==> src/rtl/cozy_mem_arbiter.sv <==
`default_nettype none
// ============================================================================
// Module      : cozy_mem_arbiter
// Description : Two-port (CPU / video-DMA) arbiter for cozy_memory with a
//               bounded CPU burst and a fixed two-cycle read-return pipeline.
// Revision    : 1.0 - initial release
// ============================================================================
module cozy_mem_arbiter #(
    parameter int BURST_LIMIT = 4
) (
    input  logic        clk,
    input  logic        rst_n,

    input  logic        a_req,
    input  logic [15:0] a_addr,
    input  logic [15:0] a_wdata,
    input  logic [1:0]  a_bwe,
    output logic        a_gnt,
    output logic        a_rvalid,
    output logic [15:0] a_rdata,

    input  logic        b_req,
    input  logic [15:0] b_addr,
    input  logic [15:0] b_wdata,
    input  logic [1:0]  b_bwe,
    output logic        b_gnt,
    output logic        b_rvalid,
    output logic [15:0] b_rdata,

    output logic [15:0] mem_addr,
    output logic [15:0] mem_din,
    output logic [1:0]  mem_bwe,
    input  logic [15:0] mem_dout
);

    localparam int              c_CW    = (BURST_LIMIT < 1) ? 1 : $clog2(BURST_LIMIT + 1);
    localparam logic [c_CW-1:0] c_LIMIT = c_CW'(BURST_LIMIT);

    logic [c_CW-1:0] r_burst;
    logic            r_rd_pend;
    logic            r_rd_port;
    logic            r_rv_a;
    logic            r_rv_b;

    logic            w_at_limit;
    logic            w_a_gnt;
    logic            w_b_gnt;
    logic            w_accept;
    logic [15:0]     w_addr;
    logic [15:0]     w_wdata;
    logic [1:0]      w_bwe;

    // Grants are gated by rst_n so nothing is accepted while reset is held.
    assign w_at_limit = (r_burst == c_LIMIT);
    assign w_a_gnt    = rst_n & a_req & (~b_req | ~w_at_limit);
    assign w_b_gnt    = rst_n & b_req & ~w_a_gnt;
    assign w_accept   = w_a_gnt | w_b_gnt;

    assign w_addr  = w_b_gnt ? b_addr  : a_addr;
    assign w_wdata = w_b_gnt ? b_wdata : a_wdata;
    assign w_bwe   = w_b_gnt ? b_bwe   : a_bwe;

    assign a_gnt    = w_a_gnt;
    assign b_gnt    = w_b_gnt;
    assign a_rvalid = r_rv_a;
    assign b_rvalid = r_rv_b;
    assign a_rdata  = mem_dout;
    assign b_rdata  = mem_dout;

    always_ff @(posedge clk or negedge rst_n) begin
        if (!rst_n) begin
            r_burst <= '0;
        end else if (!b_req || w_b_gnt) begin
            r_burst <= '0;
        end else if (w_a_gnt && !w_at_limit) begin
            r_burst <= r_burst + c_CW'(1);
        end
    end

    always_ff @(posedge clk or negedge rst_n) begin
        if (!rst_n) begin
            mem_addr <= 16'h0000;
            mem_din  <= 16'h0000;
            mem_bwe  <= 2'b00;
        end else if (w_accept) begin
            mem_addr <= w_addr;
            mem_din  <= w_wdata;
            mem_bwe  <= w_bwe;
        end else begin
            mem_bwe  <= 2'b00;
        end
    end

    // Read tag rides one stage while the memory fetches, then becomes rvalid.
    always_ff @(posedge clk or negedge rst_n) begin
        if (!rst_n) begin
            r_rd_pend <= 1'b0;
            r_rd_port <= 1'b0;
            r_rv_a    <= 1'b0;
            r_rv_b    <= 1'b0;
        end else begin
            r_rd_pend <= w_accept & (w_bwe == 2'b00);
            r_rd_port <= w_b_gnt;
            r_rv_a    <= r_rd_pend & ~r_rd_port;
            r_rv_b    <= r_rd_pend &  r_rd_port;
        end
    end

endmodule
`default_nettype wire
==> config.mk <==
export PLATFORM = sky130hd
export DESIGN_NAME = cozy_mem_arbiter
export DESIGN_NICKNAME = d
export VERILOG_FILES = /design/src/rtl/cozy_mem_arbiter.sv
export SDC_FILE = /design/constraint.sdc
export NUM_CORES = 1
export LEC_CHECK = 0
export BUFFER_PORTS_ARGS = -buffer_cell sky130_fd_sc_hd__buf_2
export CAP_MARGIN = 20
export CORE_MARGIN = 2
export CORE_UTILIZATION = 40
export CTS_CLUSTER_DIAMETER = 30
export DETAILED_ROUTE_END_ITERATION = 8
export PLACE_DENSITY_LB_ADDON = 0.2
export SYNTH_ARGS = -nofsm -noshare
export SYNTH_HDL_FRONTEND = slang
export SYNTH_SLANG_ARGS = --single-unit
==> constraint.sdc <==
create_clock -name clk -period 1.8 [get_ports clk]
set_input_delay 0.27 -clock clk [delete_from_list [all_inputs] [get_ports clk]]
set_output_delay 0.27 -clock clk [all_outputs]
set_load 0.01 [all_outputs]
=== Word level (Yosys, flattened, before mapping) ===
Index checks and enable logic that the tools add are counted.

* Flip-flop bits (word level): 41
* Latch bits: 0
* Bits in writable memories: 0
* ROM bits: 0
* Input port bits: 88
* Output and inout bits: 70
* Memories: 0

* Add/sub/neg operators: 1
* $mul: 0
* Divide/modulo/power cells: 0
* $lt $le $gt $ge: 0
* Equality and inequality tests: 1
* Shift-type cells: 0
* Muxes and demuxes: 6
* Bitwise logic cells: 13
* Reductions and logical operators: 6

{| class="wikitable"
|+ Operator list
! cell !! count
|-
| 2-to-1 mux 16 bit || 2
|-
| bitwise AND 1 bit || 7
|-
| 2-to-1 mux 3 bit || 2
|-
| 2-to-1 mux 2 bit || 2
|-
| inverter 1 bit || 4
|-
| adder 3 x 1 -> 3 bit (second input constant) || 1
|-
| equality test 3 bit (second input constant) || 1
|-
| zero test 1 bit || 2
|-
| zero test 2 bit || 1
|-
| OR 1 bit || 2
|-
| nonzero test 2 bit || 1
|-
| logical AND 1 bit || 1
|-
| logical OR 1 bit || 1
|}

=== Longest topological paths before layout ===
Gate-level depths: netlist of run 1.

* Depth in word-level cells: 9
* Mapped depth: 6

=== Least setup slack after synthesis of run 1 ===
OpenSTA, ideal clock, no wires.

* Path type: register to register
* Start: reg r_burst[0]
* End: reg mem_addr[10]
* Setup time: 0.126 ns
* Arrival: 1.428 ns
* Required time: 1.674 ns
* Setup slack: 0.246 ns
* Cell stages (with the launch flop): 7
* Cells stage by stage: dfrtp_1 -> inv_1 -> ha_1 -> a21boi_4 -> nor2_4 -> buf_6 -> a221o_1

* Word-level cells in the longest chain between the ends: 7
* Elaborated cells between the ends (all ways): 8
* Those cells by class: eq/ne: 1; mux: 1; bitwise: 6

{| class="wikitable"
|+ Ends and longest elaborated chain
! what !! line !! source
|-
| from (decl) || 39 || <nowiki>logic [c_CW-1:0] r_burst;</nowiki>
|-
| from (signal assigned) || 76 || <nowiki>r_burst <= r_burst + c_CW'(1);</nowiki>
|-
| equality test 3 bit (*) || 54 || <nowiki>assign w_at_limit = (r_burst == c_LIMIT);</nowiki>
|-
| inverter 1 bit (*) || 55 || <nowiki>assign w_a_gnt = rst_n & a_req & (~b_req | ~w_at_limit);</nowiki>
|-
| OR 1 bit (*) || 55 ||
|-
| bitwise AND 1 bit (*) || 55 ||
|-
| inverter 1 bit (*) || 56 || <nowiki>assign w_b_gnt = rst_n & b_req & ~w_a_gnt;</nowiki>
|-
| bitwise AND 1 bit (*) || 56 ||
|-
| named net b_gnt || 26 || <nowiki>output logic b_gnt,</nowiki>
|-
| 2-to-1 mux 16 bit or OR 1 bit (tied branches) || 59, 57 ||
|-
| to (signal assigned) || 86 || <nowiki>mem_addr <= w_addr;</nowiki>
|-
| to (decl) || 30 || <nowiki>output logic [15:0] mem_addr,</nowiki>
|}

Mark *: on every way through the listed nets, which the timed path passes. The rest lies on a longest branch.
A chain may end at the register's enable or synchronous reset.

=== Worst setup path in the final report of run 1 ===
* Start: reg r_burst[0]
* End: out b_gnt

* Word-level cells in the longest chain between the ends: 6

{| class="wikitable"
|+ Ends and longest elaborated chain
! what !! line
|-
| equality test 3 bit || 54
|-
| inverter 1 bit || 55
|-
| OR 1 bit || 55
|-
| bitwise AND 1 bit || 55
|-
| inverter 1 bit || 56
|-
| bitwise AND 1 bit || 56
|-
| to (decl) || 26
|}

Every way passes these cells.

==> results of run 1 <==
==> through the flow <==
| stage | cell area, um^2 | cells |
|---|---|---|
| global placement | 2510 | 325 |
| global route | 2710 | 340 |
| floorplan | 2140 | 182 |
| detailed placement | 2510 | 325 |
| finish | 2710 | 340 |
| CTS | 2680 | 337 |
==> cells in the mapped netlist <==
cell	count
a21boi_0	2
a21boi_4	1
a221o_1	32
and2_1	3
and3_1	32
and4b_1	1
buf_2	3
buf_4	33
buf_6	5
clkbuf_1	1
clkbuf_2	2
clkbuf_8	1
dfrtp_1	41
ha_1	2
inv_1	4
mux2_2	3
nand2_1	1
nand2b_1	2
nand3_1	2
nand3_4	1
nor2_1	3
nor2_4	1
nor2b_1	2
nor3_1	1
nor4bb_1	1
o21ai_2	1
o31a_1	1
==> timing repair <==
item | in CTS | in global routing
endpoints found under the hold margin | 1 | 0
hold buffers | 1 | 0
resized for setup | 5 | 1
setup endpoints to repair | 2 | 1
cloned | 1 | 0
pin swaps | 3 | 2
setup buffers | 2 | 3
==> worst paths after layout <==
path | to | start | slack, ns | cells past startpoint
max | b_gnt | r_burst[0] | 0.08 | 6
min | r_burst[0] | rst_n | 0.02 | 2
max reg2reg | mem_din[6] | r_burst[0] | 0.13 | 6
min reg2reg | a_rvalid | r_rd_port | 0.42 | 1
max in group asynchronous | r_burst[2] | rst_n | 1.27 | 2
min in group clk | mem_din[13] | b_wdata[13] | 0.20 | 2
==> flip-flops by register name, summed over array words and instances, names as in the netlist <==
name and cells:
a_rvalid 1, r_rd_pend 1, r_rd_port 1, b_rvalid 1
mem_din 16, mem_addr 16, r_burst 3, mem_bwe 2
==> power by group through the flow <==
stage | Combinational, uW | Sequential [uW] | Clock, uW
4_1_cts | 463 | 1080 | 787
2_1_floorplan | 239 | 1140 | 0
5_1_grt | 504 | 1090 | 833
3_3_place_gp | 448 | 1090 | 0
3_5_place_dp | 453 | 1090 | 0
6_report | 461 | 1080 | 767
==> worst max-delay path: stages (launching register included) <==
cell      delay, ns
dfrtp_1        0.39
inv_2          0.07
ha_4           0.18
a21boi_4       0.18
nor2_4         0.06
buf_12         0.15
buf_2          0.14
==> area by class of cell <==
type	instances	area, um^2	share of cell area
Clock inverter	1	30.0	0.0111
Tap cell	70	87.6	0.0324
Timing Repair Buffer	124	686	0.253
Inverter	4	15.0	0.00555
Multi-Input combinational cell	93	776	0.287
Clock buffer	7	86.3	0.0319
Sequential cell	41	1030	0.379
==> cells in the final DEF (no fill, tap or decap), types with 2 or more instances in the layout <==
| cell | n |
|---|---|
| buf_2 | 109 |
| dfrtp_1 | 41 |
| and3_1 | 32 |
| a221o_1 | 32 |
| buf_4 | 12 |
| clkbuf_8 | 6 |
| and2_1 | 3 |
| inv_1 | 3 |
| nor2_1 | 3 |
| mux2_2 | 3 |
| nor2b_1 | 2 |
| nand2b_1 | 2 |
| nand3_1 | 2 |
| a21boi_0 | 2 |
| buf_12 | 2 |
==> cells by family after synthesis <==
logic type / Yosys count
and+or+nand+nor: 50
buffers and inverters: 49
DFF: 41
AOI/OAI and AO/OA: 37
muxes: 3
adders and majority gates: 2
==> layer usage <==
| metal | wire length (um) | vias up | GRT usage | share of wire |
|---|---|---|---|---|
| met5 | 0 | - | 0 | 0 |
| met3 | 396 | 23 | 0.0435 | 0.071 |
| li1 | - | 826 | - | - |
| met4 | 116 | 0 | 0.0750 | 0.021 |
| met2 | 2660 | 79 | 0.305 | 0.48 |
| met1 | 2390 | 839 | 0.228 | 0.43 |
==> impl_metrics.py, run 1 <==
metrics = {
    "setup_path": {
        "critPathLaunchType": "register",
        "critical_path_class": "reg2out",
        "required_ns": 1.53,
        "arrival_ns": 1.45,
        "end_kind": "output pin",
        "critical_path.max_fanout": 17,
    },
    "placed_design": {
        "dpl_worst_slack_ns": 0.0498,
        "gp_congestion": 0.738,
        "io_buffers": 109,
        "dp_hpwl_um": 3900,
    },
    "power": {
        "leakage_uw": 0.00149,
        "power.total_uw": 2300,
        "pwr-share-clk": 0.333,
        "ir_worst_vdd_v": 0.000447,
        "combPwrFrac": 0.200,
        "cellPowerDensity_mw_per_mm2": 851,
        "p_seq_frac": 0.467,
        "netSwitchingFraction": 0.253,
        "switching_power_uw": 583,
        "p_int_uw": 1720,
    },
    "grt": {
        "grt_pass1_wl_um": 8540,
        "grt_start_max_net_pins": 22,
        "grt_antenna_before_repair": 0,
        "grt-ovfl-total": 0,
        "grtUsageTotal": 0.183,
        "grt_pass1_vias": 1690,
    },
    "logic_synthesis": {
        "syn_nets": 272,
        "synth_xor_area_frac": 0,
        "syn_avg_cell_area_um2": 11.8,
        "yosys_warnings": 0,
        "ys_seq_area_frac": 0.479,
        "yosys.area_share.simple": 0.151,
        "synth_mux_area_frac": 0.0158,
        "synth_top_family_by_area": "compound AO/OA/AOI/OAI gates",
        "yosysTopAreaCell": "dfrtp_1",
        "synthTopCellsByArea": "dfrtp_1, a221o_1, buf_4, and3_1, buf_6",
        "yosysTopAreaCellShare": 0.479,
        "ys_types": 27,
        "syn_area_mm2": 0.00214,
        "synth_fa_ha_area_frac": 0.0117,
        "syn_inst": 182,
        "synth_compound_area_frac": 0.174,
        "synth_seq_cells": 41,
    },
    "timing": {
        "layout_min_cycle_time_ns": 1.72,
        "setup_slack_ns": 0.0829,
        "maxSlewViolCount": 0,
        "hold_viol": 0,
        "clock_skew_ns": 0.00616,
        "tightestPinTransition_ns": 0.341,
        "whs_ns": 0.0243,
        "layout_worst_path_cycle_share": 0.954,
        "rsz0062_at_grt": "no",
        "setup_viol": 0,
        "slew_headroom": 0.773,
        "setup-tns-final_ns": 0,
        "max_freq_ghz": 0.582,
    },
    "clock_tree": {
        "clk_latency_ns": 0.29,
        "cts_buffers": 5,
        "clockRootBuffer": "clkbuf_8",
        "cts_sinks": 41,
        "htreeDepth": 2,
        "cts_tree": "yes",
        "cts_max_path_buffers": 2,
        "clk_pin_slew_ns": 0.08,
    },
    "drt": {
        "drt-total-wl_um": 5560,
        "drtIter0Drc": 43,
        "drt_drc_violations_left": 0,
        "post_drt_wl_per_cell_um": 16.3,
        "first_pass_iters": 4,
        "drtAntennaViolNets": 0,
        "vias_per_cell": 5.20,
        "vias": 1767,
    },
    "final_layout": {
        "drive_gt1_frac": 0.519,
        "syn2layout_area_growth_pct": 26.4,
        "utilization": 0.527,
        "n_antenna_cell": 0,
        "fill_cells": 487,
        "final_nets": 359,
    },
    "run": {
        "maxCapViolations": 0,
    },
    "die": {
        "fp.dieW_um": 77.2,
        "chipHeight_um": 77.2,
        "dieArea_mm2": 0.00595,
        "io_pins": 158,
        "start_util": 0.417,
        "row_count": 26,
        "coreArea_mm2": 0.00514,
    },
    "outcome": {
        "outcome": "completed",
    },
    "min_path": {
        "hp-class": "in2async",
    },
}
Power figures use the tool's default switching activity.
==> run 2, diff against run 1 <==
SETUP_SLACK_MARGIN = 0.4   (was unset)
==> run 2 against run 1 <==
Compared with the run above:
- clock skew about the same
- total power up 0.58%
- cell area up 4.3%
- worst setup slack better by 0.11 ns
- highest routed layer unchanged
- first-iteration DRC count up 100%
- sequential power about the same
- sequential cell count unchanged
- clock-buffer cell count unchanged
- wire length up 2.3%
- largest cell class unchanged
- combinational power up 5.4%
- cell count up 1.5%
- via count up 1.7%
==> impl_metrics.py, run 2 (synthesis gave the netlist of run 1 again) <==
metrics = {
    "setup_path": {
        "r2r_slack_ns": 0.23,
        "cp_slowest_cell": "dfrtp_1",
        "critPathLaunchType": "register",
        "critPathLaunch": "r_burst[0]",
        "required_ns": 1.53,
        "path_buf_inv": 3,
        "arrival_ns": 1.34,
        "critical_path.top_delay_family": "flip-flops",
        "crit_end": "b_gnt",
        "reg2reg_from": "r_burst[0]",
        "end_kind": "output pin",
        "r2r_end": "mem_bwe[0]",
        "worstPathCellList": "inv_2, ha_4, a21boi_4, nor2_4, buf_12, buf_6",
        "ff2ff_path_depth": 7,
        "critical_path_class": "reg2out",
        "critical_path.max_fanout": 4,
        "max_stage_delay_ns": 0.37,
        "cp_num_cells": 6,
    },
    "placed_design": {
        "io_buffers": 109,
        "gp_congestion": 0.789,
        "place_area_mm2": 0.00254,
        "dpl_worst_slack_ns": 0.179,
        "dp_hpwl_um": 3850,
    },
    "final_layout": {
        "n_antenna_cell": 0,
        "final_cell_mix": "buf_2, dfrtp_1, a221o_1",
        "drive_gt1_frac": 0.560,
        "multi_input_area_um2": 826,
        "syn2layout_area_growth_pct": 31.9,
        "ff_latch_area_mm2": 0.00103,
        "utilization": 0.549,
        "layout_commonest_cell": "buf_2",
        "top_regs": "mem_addr x16, mem_din x16, r_burst x3",
        "final_nets": 364,
        "design_area_mm2": 0.00282,
        "fill_cells": 470,
    },
    "clock_tree": {
        "cts_max_path_buffers": 2,
        "cts_sinks": 41,
        "clk_latency_ns": 0.29,
        "htreeDepth": 2,
        "clk_pin_slew_ns": 0.08,
        "cts_buffers": 5,
        "cts_tree": "yes",
        "clockRootBuffer": "clkbuf_8",
    },
    "power": {
        "p_int_uw": 1730,
        "netSwitchingFraction": 0.251,
        "combPwrFrac": 0.210,
        "switching_power_uw": 581,
        "ir_worst_vdd_v": 0.000343,
        "cellPowerDensity_mw_per_mm2": 820,
        "p_seq_frac": 0.464,
        "leakage_uw": 0.00152,
        "pwr-share-clk": 0.326,
    },
    "timing": {
        "layout_worst_path_cycle_share": 0.893,
        "setup-tns-final_ns": 0,
        "rsz0062_at_grt": "yes",
        "tightestPinTransition_ns": 0.356,
        "whs_ns": 0.0569,
        "layout_min_cycle_time_ns": 1.61,
        "clock_skew_ns": 0.00641,
        "setup_slack_ns": 0.192,
        "slew_headroom": 0.762,
        "setup_viol": 0,
        "maxSlewViolCount": 0,
        "hold_viol": 0,
        "max_freq_ghz": 0.622,
    },
    "grt": {
        "grt_antenna_before_repair": 0,
        "grtUsageTotal": 0.195,
        "grt_pass1_vias": 1813,
        "grt-ovfl-total": 0,
        "grt_pass1_wl_um": 9160,
        "grt_start_max_net_pins": 29,
    },
    "die": {
        "io_pins": 158,
        "coreArea_mm2": 0.00514,
        "fp.dieW_um": 77.2,
        "row_count": 26,
        "dieArea_mm2": 0.00595,
        "start_util": 0.417,
        "chipHeight_um": 77.2,
    },
    "drt": {
        "vias_per_cell": 5.21,
        "drt_drc_violations_left": 0,
        "vias": 1797,
        "drt-total-wl_um": 5690,
        "first_pass_iters": 4,
        "drtAntennaViolNets": 0,
        "drtIter0Drc": 87,
        "post_drt_wl_per_cell_um": 16.5,
    },
    "min_path": {
        "hp-class": "in2async",
    },
    "run": {
        "maxCapViolations": 0,
    },
    "outcome": {
        "outcome": "completed",
    },
}
## run 2: cell count changes in the layout (fill, tap and decap cells not counted), moves of 2 or more
cell | previous run | this run
and3_1 | 32 | 26
and3_4 | 0 | 6
buf_6 | 0 | 3
buf_2 | 109 | 107
buf_4 | 12 | 14
## run 2: what timing repair did
| item | 4_1_cts | 5_1_grt |
|---|---|---|
| cloned | 3 | 0 |
| pin swaps | 11 | 12 |
| hold endpoints to repair | 4 | 0 |
| setup buffers | 8 | 1 |
| resized for setup | 7 | 3 |
| hold buffers | 1 | 0 |
| endpoints found under the setup margin | 37 | 37 |
## run 2: worst min path at each step
stage,endpoint,slack (ns),depth (start not counted)
finish,mem_din[0],0.06,2
global route,a_rvalid,0.09,2
CTS,mem_din[0],0.05,2
detailed placement,r_burst[0],0.16,1
global placement,r_burst[1],0.15,1
floorplan,a_rvalid,-0.03,0
## run 2: through the flow
step                std cells  power, uW
floorplan                 182       1380
global placement          324       1550
detailed placement        324       1550
CTS                       344       2330
global route              345       2440
finish                    345       2320
## run 2: metal layers
layer,GRT usage,wire (um)
met1,0.254,2410
met2,0.306,2620
met3,0.0541,491
met4,0.0839,170
met5,0,0
## run 2: power groups by stage
| stage | clock network (uW) | logic, uW | registers, uW |
|---|---|---|---|
| floorplan | 0 | 246 | 1140 |
| global placement | 0 | 456 | 1090 |
| detailed placement | 0 | 460 | 1090 |
| CTS | 770 | 488 | 1070 |
| global route | 820 | 532 | 1090 |
| finish | 755 | 486 | 1080 |
## run 2: area by class of cell
cell class	instances	area share
clock inverter	1	0.0106
inverter	4	0.00532
clock buffer	7	0.0306
multi-input combinational	94	0.292
timing repair buffer	128	0.266
tap	70	0.0310
sequential	41	0.364
==> run 3, diff against run 2 <==
CORE_UTILIZATION = 42   (was 40)
CTS_BUF_LIST = sky130_fd_sc_hd__clkbuf_8   (was unset)
==> run 3 against run 2 <==
Compared with the run above:
- clock skew rose by 0.0023 ns
- non-clock buffer count rose by 2
- die area shrank 4.5%
- total power up 1.1%
- clock power increased by 2.9%
- sequential share of layout area decreased by 0.41 points
- cell count fell by 0.29%
- fmax stayed put
- global-route usage up 0.37 points
- worst setup slack is essentially flat
- critical endpoint unchanged
==> impl_metrics.py, run 3 (synthesis gave the netlist of run 1 again) <==
metrics = {
    "outcome": {
        "outcome": "completed",
    },
    "grt": {
        "grt_start_max_net_pins": 33,
        "grt_pass1_wl_um": 8490,
        "grtUsageTotal": 0.199,
        "grt_antenna_before_repair": 0,
        "grt_pass1_vias": 1750,
        "grt-ovfl-total": 0,
    },
    "timing": {
        "hold_viol": 0,
        "layout_min_cycle_time_ns": 1.61,
        "rsz0062_at_grt": "yes",
        "slew_headroom": 0.762,
        "tightestPinTransition_ns": 0.358,
        "maxSlewViolCount": 0,
        "whs_ns": 0.0545,
        "setup-tns-final_ns": 0,
        "setup_viol": 0,
        "max_freq_ghz": 0.622,
        "clock_skew_ns": 0.00871,
        "layout_worst_path_cycle_share": 0.893,
    },
    "placed_design": {
        "io_buffers": 109,
        "dp_hpwl_um": 3850,
        "gp_congestion": 0.716,
        "place_area_mm2": 0.00253,
        "dp.cells": 322,
    },
    "final_layout": {
        "fill_cells": 437,
        "design_area_mm2": 0.00286,
        "layout_commonest_cell": "buf_2",
        "final_cells": 344,
        "final_nets": 366,
        "utilization": 0.593,
        "ff_latch_area_mm2": 0.00103,
        "drive_gt1_frac": 0.567,
        "n_antenna_cell": 0,
        "top_regs": "mem_addr x16, mem_din x16, r_burst x3",
        "multi_input_area_um2": 845,
        "final_cell_mix": "buf_2, dfrtp_1, a221o_1",
        "syn2layout_area_growth_pct": 33.4,
    },
    "min_path": {
        "hp-class": "in2async",
    },
    "clock_tree": {
        "cts_sinks": 41,
        "clk_latency_ns": 0.30,
        "cts_max_path_buffers": 2,
        "cts_tree": "yes",
        "cts_buffers": 5,
        "clockRootBuffer": "clkbuf_8",
        "htreeDepth": 2,
        "clk_pin_slew_ns": 0.08,
    },
    "drt": {
        "top_layer": "met4",
        "vias_per_cell": 5.27,
        "vias": 1814,
        "drt-total-wl_um": 5780,
        "drtAntennaViolNets": 0,
        "drt_drc_violations_left": 0,
        "wirelength_met1_um": 2390,
        "wl_met2_um": 2820,
        "drtIter0Drc": 106,
        "post_drt_wl_per_cell_um": 16.8,
        "first_pass_iters": 4,
        "wl_met3_um": 457,
    },
    "setup_path": {
        "arrival_ns": 1.34,
        "critPathLaunch": "r_burst[0]",
        "ff2ff_path_depth": 7,
        "r2r_end": "r_rd_pend",
        "critical_path.max_fanout": 4,
        "r2r_slack_ns": 0.22,
        "reg2reg_from": "r_burst[0]",
        "critical_path_class": "reg2out",
        "critPathLaunchType": "register",
        "end_kind": "output pin",
        "required_ns": 1.53,
    },
    "die": {
        "coreArea_mm2": 0.00482,
        "row_count": 25,
        "start_util": 0.444,
        "io_pins": 158,
        "fp.dieW_um": 75.4,
        "chipHeight_um": 75.4,
        "dieArea_mm2": 0.00568,
    },
    "power": {
        "leakage_uw": 0.00153,
        "cellPowerDensity_mw_per_mm2": 820,
        "ir_worst_vdd_v": 0.000395,
    },
    "run": {
        "maxCapViolations": 0,
    },
}
[run 3: final cells by class]
class,count,area share
Sequential cell,41,0.360
Clock inverter,2,0.0131
Inverter,4,0.00526
Tap cell,67,0.0293
Multi-Input combinational cell,94,0.296
Timing Repair Buffer,130,0.268
Clock buffer,6,0.0289
[run 3: repair_timing]
action / in CTS / in global routing
hold buffers: 1 / 0
pin swaps: 2 / 28
buffers inserted: 8 / 2
endpoints found under the setup margin: 37 / 37
resized for setup: 5 / 12
cloned: 2 / 1
hold endpoints to repair: 2 / 0
[run 3: through the flow]
stage	total power [uW]	setup WS, ns
6_report	2340	0.192
3_5_place_dp	1550	0.197
4_1_cts	2350	0.145
5_1_grt	2460	0.133
3_3_place_gp	1550	0.200
2_1_floorplan	1380	0.388
[run 3: report_power, final]
group          internal (uW)  total, uW  leakage (uW)  switching (uW)
Combinational            264        491      0.000960             227
Sequential              1020       1070      0.000515            52.5
Clock                    451        777     0.0000574             326
[run 3: worst max path at each step]
stage,endpoint,slack [ns]
floorplan,mem_addr[0],0.39
global placement,mem_addr[5],0.20
detailed placement,mem_din[8],0.20
CTS,mem_din[8],0.15
global route,b_gnt,0.13
finish,b_gnt,0.19
[run 3: metal layers]
layer	global-route usage	up-vias
li1	-	844
met1	0.248	866
met2	0.337	85
met3	0.0463	19
met4	0.0760	0
met5	0	-
[run 3: worst max-delay path, stage by stage (launching register included)]
cell	delay, ns
dfrtp_1	0.39
inv_2	0.08
ha_4	0.17
a21boi_4	0.07
nor2_4	0.19
buf_6	0.13
